**config.mk**
```make
export PLATFORM = sky130hd
export DESIGN_NAME = btn_sync_debounce
export DESIGN_NICKNAME = d
export VERILOG_FILES = /design/src/rtl/btn_sync_debounce.sv
export SDC_FILE = /design/constraint.sdc
export NUM_CORES = 1
export LEC_CHECK = 0
export CAP_MARGIN = 25
export CORE_MARGIN = 1
export CORE_UTILIZATION = 35
export CTS_CLUSTER_DIAMETER = 200
export DETAILED_ROUTE_END_ITERATION = 8
export PLACE_DENSITY = 0.51
export SLEW_MARGIN = 5
export SYNTH_ARGS = -nofsm -noshare
export SYNTH_HDL_FRONTEND = slang
export SYNTH_SLANG_ARGS = --single-unit
```
**constraint.sdc**
```tcl
create_clock -name clk -period 5.4 [get_ports clk]
set_input_delay 0.81 -clock clk [delete_from_list [all_inputs] [get_ports clk]]
set_output_delay 0.81 -clock clk [all_outputs]
set_load 0.1 [all_outputs]
```
**src/rtl/btn_sync_debounce.sv**
```systemverilog
// Button/switch conditioning for the loadable counter: 2-flop sync, debounce FSMs, debounced switch bus.
// Define BTN_AUTO_REPEAT_EN to make a held set button re-pulse every REPEAT_CYCLES cycles.

module btn_debounce_fsm #(
    parameter int unsigned DEBOUNCE_CYCLES = 1000000,
    parameter int unsigned REPEAT_CYCLES   = 25000000,
    parameter int unsigned CNT_W           = 26,
    parameter bit          REPEAT_EN       = 1'b0
) (
    input  logic clk,
    input  logic reset,
    input  logic sync_in,
    output logic fire_c
);
    typedef enum logic [1:0] {REL, PRESS_CHK, HELD, REL_CHK} state_t;

    state_t             state_q, state_d;
    logic [CNT_W-1:0]   cnt_q, cnt_d;
    logic [CNT_W-1:0]   rep_q, rep_d;
    logic [CNT_W-1:0]   cnt_inc;
    logic [CNT_W-1:0]   rep_inc;
    logic               done;
    logic               accept;
    logic               held_stay;
    logic               rep_hit;

    always_ff @(posedge clk) begin
        if (reset) begin
            state_q <= REL;
            cnt_q   <= '0;
            rep_q   <= '0;
        end else begin
            state_q <= state_d;
            cnt_q   <= cnt_d;
            rep_q   <= rep_d;
        end
    end

    // The cycle being sampled counts as one stable cycle, so acceptance happens when cnt_q+1 reaches the target.
    always_comb begin
        state_d   = state_q;
        cnt_d     = cnt_q;
        accept    = 1'b0;
        cnt_inc   = cnt_q + CNT_W'(1);
        done      = (cnt_inc >= CNT_W'(DEBOUNCE_CYCLES));
        held_stay = (state_q == HELD) && sync_in;
        rep_inc   = rep_q + CNT_W'(1);
        rep_hit   = (rep_inc == CNT_W'(REPEAT_CYCLES));
        rep_d     = '0;
        case (state_q)
            REL, PRESS_CHK: begin
                if (!sync_in) begin
                    state_d = REL;
                    cnt_d   = '0;
                end else if (done) begin
                    state_d = HELD;
                    cnt_d   = '0;
                    accept  = 1'b1;
                end else begin
                    state_d = PRESS_CHK;
                    cnt_d   = cnt_inc;
                end
            end
            HELD, REL_CHK: begin
                if (sync_in) begin
                    state_d = HELD;
                    cnt_d   = '0;
                end else if (done) begin
                    state_d = REL;
                    cnt_d   = '0;
                end else begin
                    state_d = REL_CHK;
                    cnt_d   = cnt_inc;
                end
            end
            default: begin
                state_d = REL;
                cnt_d   = '0;
            end
        endcase
        if (REPEAT_EN && held_stay) begin
            rep_d = rep_hit ? '0 : rep_inc;
        end
        fire_c = accept || (REPEAT_EN && held_stay && rep_hit);
    end
endmodule

module btn_sync_debounce #(
    parameter int unsigned DEBOUNCE_CYCLES = 1000000,
    parameter int unsigned REPEAT_CYCLES   = 25000000,
    parameter int unsigned CNT_W           = 26
) (
    input  logic       clk,
    input  logic       reset,
    input  logic       btn_set,
    input  logic       btn_clear,
    input  logic [3:0] sw_init,
    output logic       set_pulse,
    output logic       clear_pulse,
    output logic [3:0] init_out
);
`ifdef BTN_AUTO_REPEAT_EN
    localparam bit SET_REPEAT_EN = 1'b1;
`else
    localparam bit SET_REPEAT_EN = 1'b0;
`endif
    localparam int unsigned IN_W = 6;

    logic [IN_W-1:0]  meta_q, meta_d;
    logic [IN_W-1:0]  sync_q, sync_d;
    logic [3:0]       sw_last_q, sw_last_d;
    logic [CNT_W-1:0] sw_cnt_q, sw_cnt_d;
    logic [3:0]       init_q, init_d;
    logic             set_pulse_q, set_pulse_d;
    logic             clear_pulse_q, clear_pulse_d;
    logic             set_fire_c;
    logic             clear_fire_c;
    logic [3:0]       sw_sync;

    always_ff @(posedge clk) begin
        if (reset) begin
            meta_q        <= '0;
            sync_q        <= '0;
            sw_last_q     <= '0;
            sw_cnt_q      <= '0;
            init_q        <= '0;
            set_pulse_q   <= 1'b0;
            clear_pulse_q <= 1'b0;
        end else begin
            meta_q        <= meta_d;
            sync_q        <= sync_d;
            sw_last_q     <= sw_last_d;
            sw_cnt_q      <= sw_cnt_d;
            init_q        <= init_d;
            set_pulse_q   <= set_pulse_d;
            clear_pulse_q <= clear_pulse_d;
        end
    end

    btn_debounce_fsm #(
        .DEBOUNCE_CYCLES (DEBOUNCE_CYCLES),
        .REPEAT_CYCLES   (REPEAT_CYCLES),
        .CNT_W           (CNT_W),
        .REPEAT_EN       (SET_REPEAT_EN)
    ) u_set_fsm (
        .clk     (clk),
        .reset   (reset),
        .sync_in (sync_q[0]),
        .fire_c  (set_fire_c)
    );

    btn_debounce_fsm #(
        .DEBOUNCE_CYCLES (DEBOUNCE_CYCLES),
        .REPEAT_CYCLES   (REPEAT_CYCLES),
        .CNT_W           (CNT_W),
        .REPEAT_EN       (1'b0)
    ) u_clear_fsm (
        .clk     (clk),
        .reset   (reset),
        .sync_in (sync_q[1]),
        .fire_c  (clear_fire_c)
    );

    // Clear wins a same-edge collision; the set press is consumed, not deferred.
    always_comb begin
        meta_d        = {sw_init, btn_clear, btn_set};
        sync_d        = meta_q;
        sw_sync       = sync_q[5:2];
        sw_last_d     = sw_sync;
        sw_cnt_d      = sw_cnt_q;
        init_d        = init_q;
        set_pulse_d   = set_fire_c && !clear_fire_c;
        clear_pulse_d = clear_fire_c;
        if (sw_sync != sw_last_q) begin
            sw_cnt_d = CNT_W'(1);
        end else if (sw_cnt_q < CNT_W'(DEBOUNCE_CYCLES)) begin
            sw_cnt_d = sw_cnt_q + CNT_W'(1);
        end
        if ((sw_cnt_d == CNT_W'(DEBOUNCE_CYCLES)) && (sw_sync != init_q)) begin
            init_d = sw_sync;
        end
    end

    assign set_pulse   = set_pulse_q;
    assign clear_pulse = clear_pulse_q;
    assign init_out    = init_q;
endmodule

```
==> impl_results.md <==
- Status: finished clean
- Setup Viol. Count Final: 0
- Clk Latency, worst-skew pair: 0.35 ns
- Leak pwr: 1.75 nW
- DR DRC count: 0
- Layout fillers: 1290
- CP Class: reg2reg
- Global-route wire length before repair: 15200 um
- Worst Path Required: 5.68 ns
- H-tree level count: 3
- Crit. End Element: flop
- DP Worst Slack: 2.12 ns
- Share of post-route cells with drive strength above 1: 6.35%
- Fin area: 5290 um^2
- Hold_sp: meta_q[2]$_SDFF_PP0_
- Avg Inst Size Synth: 8.87 um^2
- WP data arrival: 3.57 ns
- Via count: 3549
- Initial DRC count: 208
- Fin Setup TNS: 0 ns
- Total GRT Usage: 13.6%
- Die H: 118 um
- Pre-antenna DRT Iters: 4
- Power Density: 277 nW/um^2
- Slew Limit Fails: 0
- Largest net degree at the start of global routing: 21
- Placed Area: 5000 um^2
- Synth area leader: dfxtp_1
- Setup Fix Bufs, Post-CTS: 0
- Crit Path Max Fanout: 20
- # diodes: 0
- Hold WC Path Type: reg2reg
- Switching Share: 21.3%
- Cts bufs inserted: 9
- Routed wire length: 8990 um
- Placed cells: 708
- Vias in the first global route: 3253
- Post-synth EDFFs: 0
- Dominant synthesized flop cell: dfxtp_1
- Area of the multi-input gates: 2570 um^2
- Max-cap violations: 0
- Sequential share of the synthesized area: 43.5%
- Grt ovf: 0
- Fin crit period: 3.30 ns
- Cell area after synthesis: 4690 um^2
- #FFs+latches synth: 102
- R2r startpoint: u_clear_fsm.cnt_q[2]$_SDFF_PP0_
- Fin nets: 558
- Most common cell after layout, fill and taps aside: dfxtp_1
- Wire length per cell: 12.4 um
- Number of synthesis warnings: 0
- Synth area leaders: dfxtp_1 44%, xnor2_1 6.9%, nor2_1 6.3%
- Crit start category: flop
- FF/Latch Area: 2040 um^2
- Combinational power share: 3.3%
- Vias per cell: 4.91
- Met1 GRT Util: 17.4%
- Setup crit start: u_clear_fsm.cnt_q[2]$_SDFF_PP0_
- Die area: 13900 um^2
- Sequential share of power: 52.9%
- Async SR Flop Fraction: 0%
- Clk_skew: 0.00258 ns
- Most frequent cells in the layout: 102 x dfxtp_1, 79 x nor2_1, 46 x nand2_1
- Longest Clk Path Bufs: 2
- Cells after synthesis: 529
- Met3 usage: 4.46%
- Routability congestion estimate: 0.790
- Clock-pin slew on the worst setup and hold paths: 0.07 ns
- Final worst slack: 2.10 ns
- Sink Count: 102
- Core box area: 12800 um^2
- RSZ-0062 raised after global routing: false
- Tot Pwr: 1.46 mW
- Met2 Track Usage GR: 20.9%
- Slew headroom: 34.2%
- Top cell type's share of synthesized area: 43.5%
- Chip Width: 118 um
- Int Pwr: 1.15 mW
- Initial antenna violation count: 0
- Post-CTS Resized: 0
- Cell Count, Final, Fillers Out: 723
- Crit share post-route: 61.0%
- Fmax: 303 MHz
- Root Driver: clkbuf_16
- CTS Hold Bufs: 0
- Std-Cell Rows: 41
- Worst Tran Pin Value: 0.984 ns
- I/O pins: 14
- Clk pwr share: 43.8%
- Starting Density: 36.6%
- Port-buffer cells: 13
- Top Usage Layer GRT: met2
- Final ANT Viol Nets: 0
- Area Overhead vs Synth: 12.8%
- Post-DP HPWL: 6310 um
- Endpoints failing hold: 0
- Net Sw Power: 0.312 mW
- Synth cell types: 63
- Maximum VDD drop: 0.000143 V
- CTS tree: built
==> critical path, stage by stage, from the launching register on <==
cell and delay (ns):
dfxtp_1 0.42, nand4_2 0.22, nor3_1 0.47, nand3_1 0.15, xnor2_1 0.17, a2111oi_0 0.62, o211ai_1 0.28, or3_1 0.69
nor2_1 0.20
==> state kept, by name, indices dropped and copies added (netlist names) <==
register,cells
init_out,4
u_set_fsm.cnt_q,26
sync_q,6
sw_cnt_q,26
u_set_fsm.state_q,1
clear_pulse,1
u_clear_fsm.cnt_q,26
set_pulse,1
sw_last_q,4
u_clear_fsm.state_q,1
meta_q,6
==> kinds of logic (layout without fill, tap and decap cells) <==
kind of cell	count (synthesis)	count (layout)	share of synthesized area (%)
and+or+nand+nor	263	263	29.0
muxes	14	14	3.47
other	1	12	0.0799
adders and majority gates	3	3	0.800
AOI/OAI and AO/OA	50	50	7.76
xor gates and xnor gates	69	69	12.9
buffers and inverters	27	38	2.51
DFF	102	102	43.5
==> area by class of cell <==
cell class / count / share of cell area [%]
Timing Repair Buffer: 14 / 2.60
Sequential cell: 102 / 38.6
Inverter: 9 / 0.638
Tap cell: 172 / 4.07
Clock inverter: 4 / 0.898
Multi-Input combinational cell: 411 / 48.6
Clock buffer: 11 / 4.59
==> through the flow <==
step / utilization (%) / hold WS, ns
finish: 41.3 / 0.437
floorplan: - / 0.414
global placement: 39.0 / 0.420
CTS: 41.3 / 0.441
detailed placement: 39.0 / 0.425
global route: 41.3 / 0.458
==> power groups by stage <==
| stage | Combinational [mW] | Sequential (mW) | Clock, mW |
|---|---|---|---|
| global route | 0.0536 | 0.775 | 0.697 |
| detailed placement | 0.0481 | 0.791 | 0 |
| global placement | 0.0483 | 0.791 | 0 |
| floorplan | 0.0313 | 0.792 | 0 |
| finish | 0.0479 | 0.774 | 0.642 |
| CTS | 0.0484 | 0.774 | 0.669 |
==> metal layers <==
layer  vias to the layer above  part of all wire [%]
met3                        10                   3.7
met1                      1632                    50
met2                        51                    44
met4                         0                   1.6
met5                         -                     0
li1                       1856                     -
==> synth_stat cells (3+ instances only) <==
cell type,number
nor2_1,79
nand2b_1,4
nor3_1,12
a211oi_1,4
and2_1,11
or3_1,5
inv_1,8
o21ai_0,6
a31oi_1,5
buf_2,7
ha_1,3
clkbuf_1,9
nand4_1,15
nor2b_1,25
mux2_4,4
and4_1,8
a21oi_1,10
nand2_1,46
o211ai_1,3
or4_1,4
nor4_1,13
dfxtp_1,102
xnor2_1,37
mux2i_1,8
xor2_1,32
nand3_1,24
==> worst paths after layout <==
| check | endpoint | slack (ns) | cells past startpoint |
|---|---|---|---|
| max | u_clear_fsm.cnt_q[7]$_SDFF_PP0_ | 2.10 | 8 |
| min | sync_q[2]$_SDFF_PP0_ | 0.44 | 1 |
| max reg2reg | u_clear_fsm.cnt_q[7]$_SDFF_PP0_ | 2.10 | 8 |
| min reg2reg | sync_q[2]$_SDFF_PP0_ | 0.44 | 1 |
No activity file was read; power rests on OpenSTA's default activity.
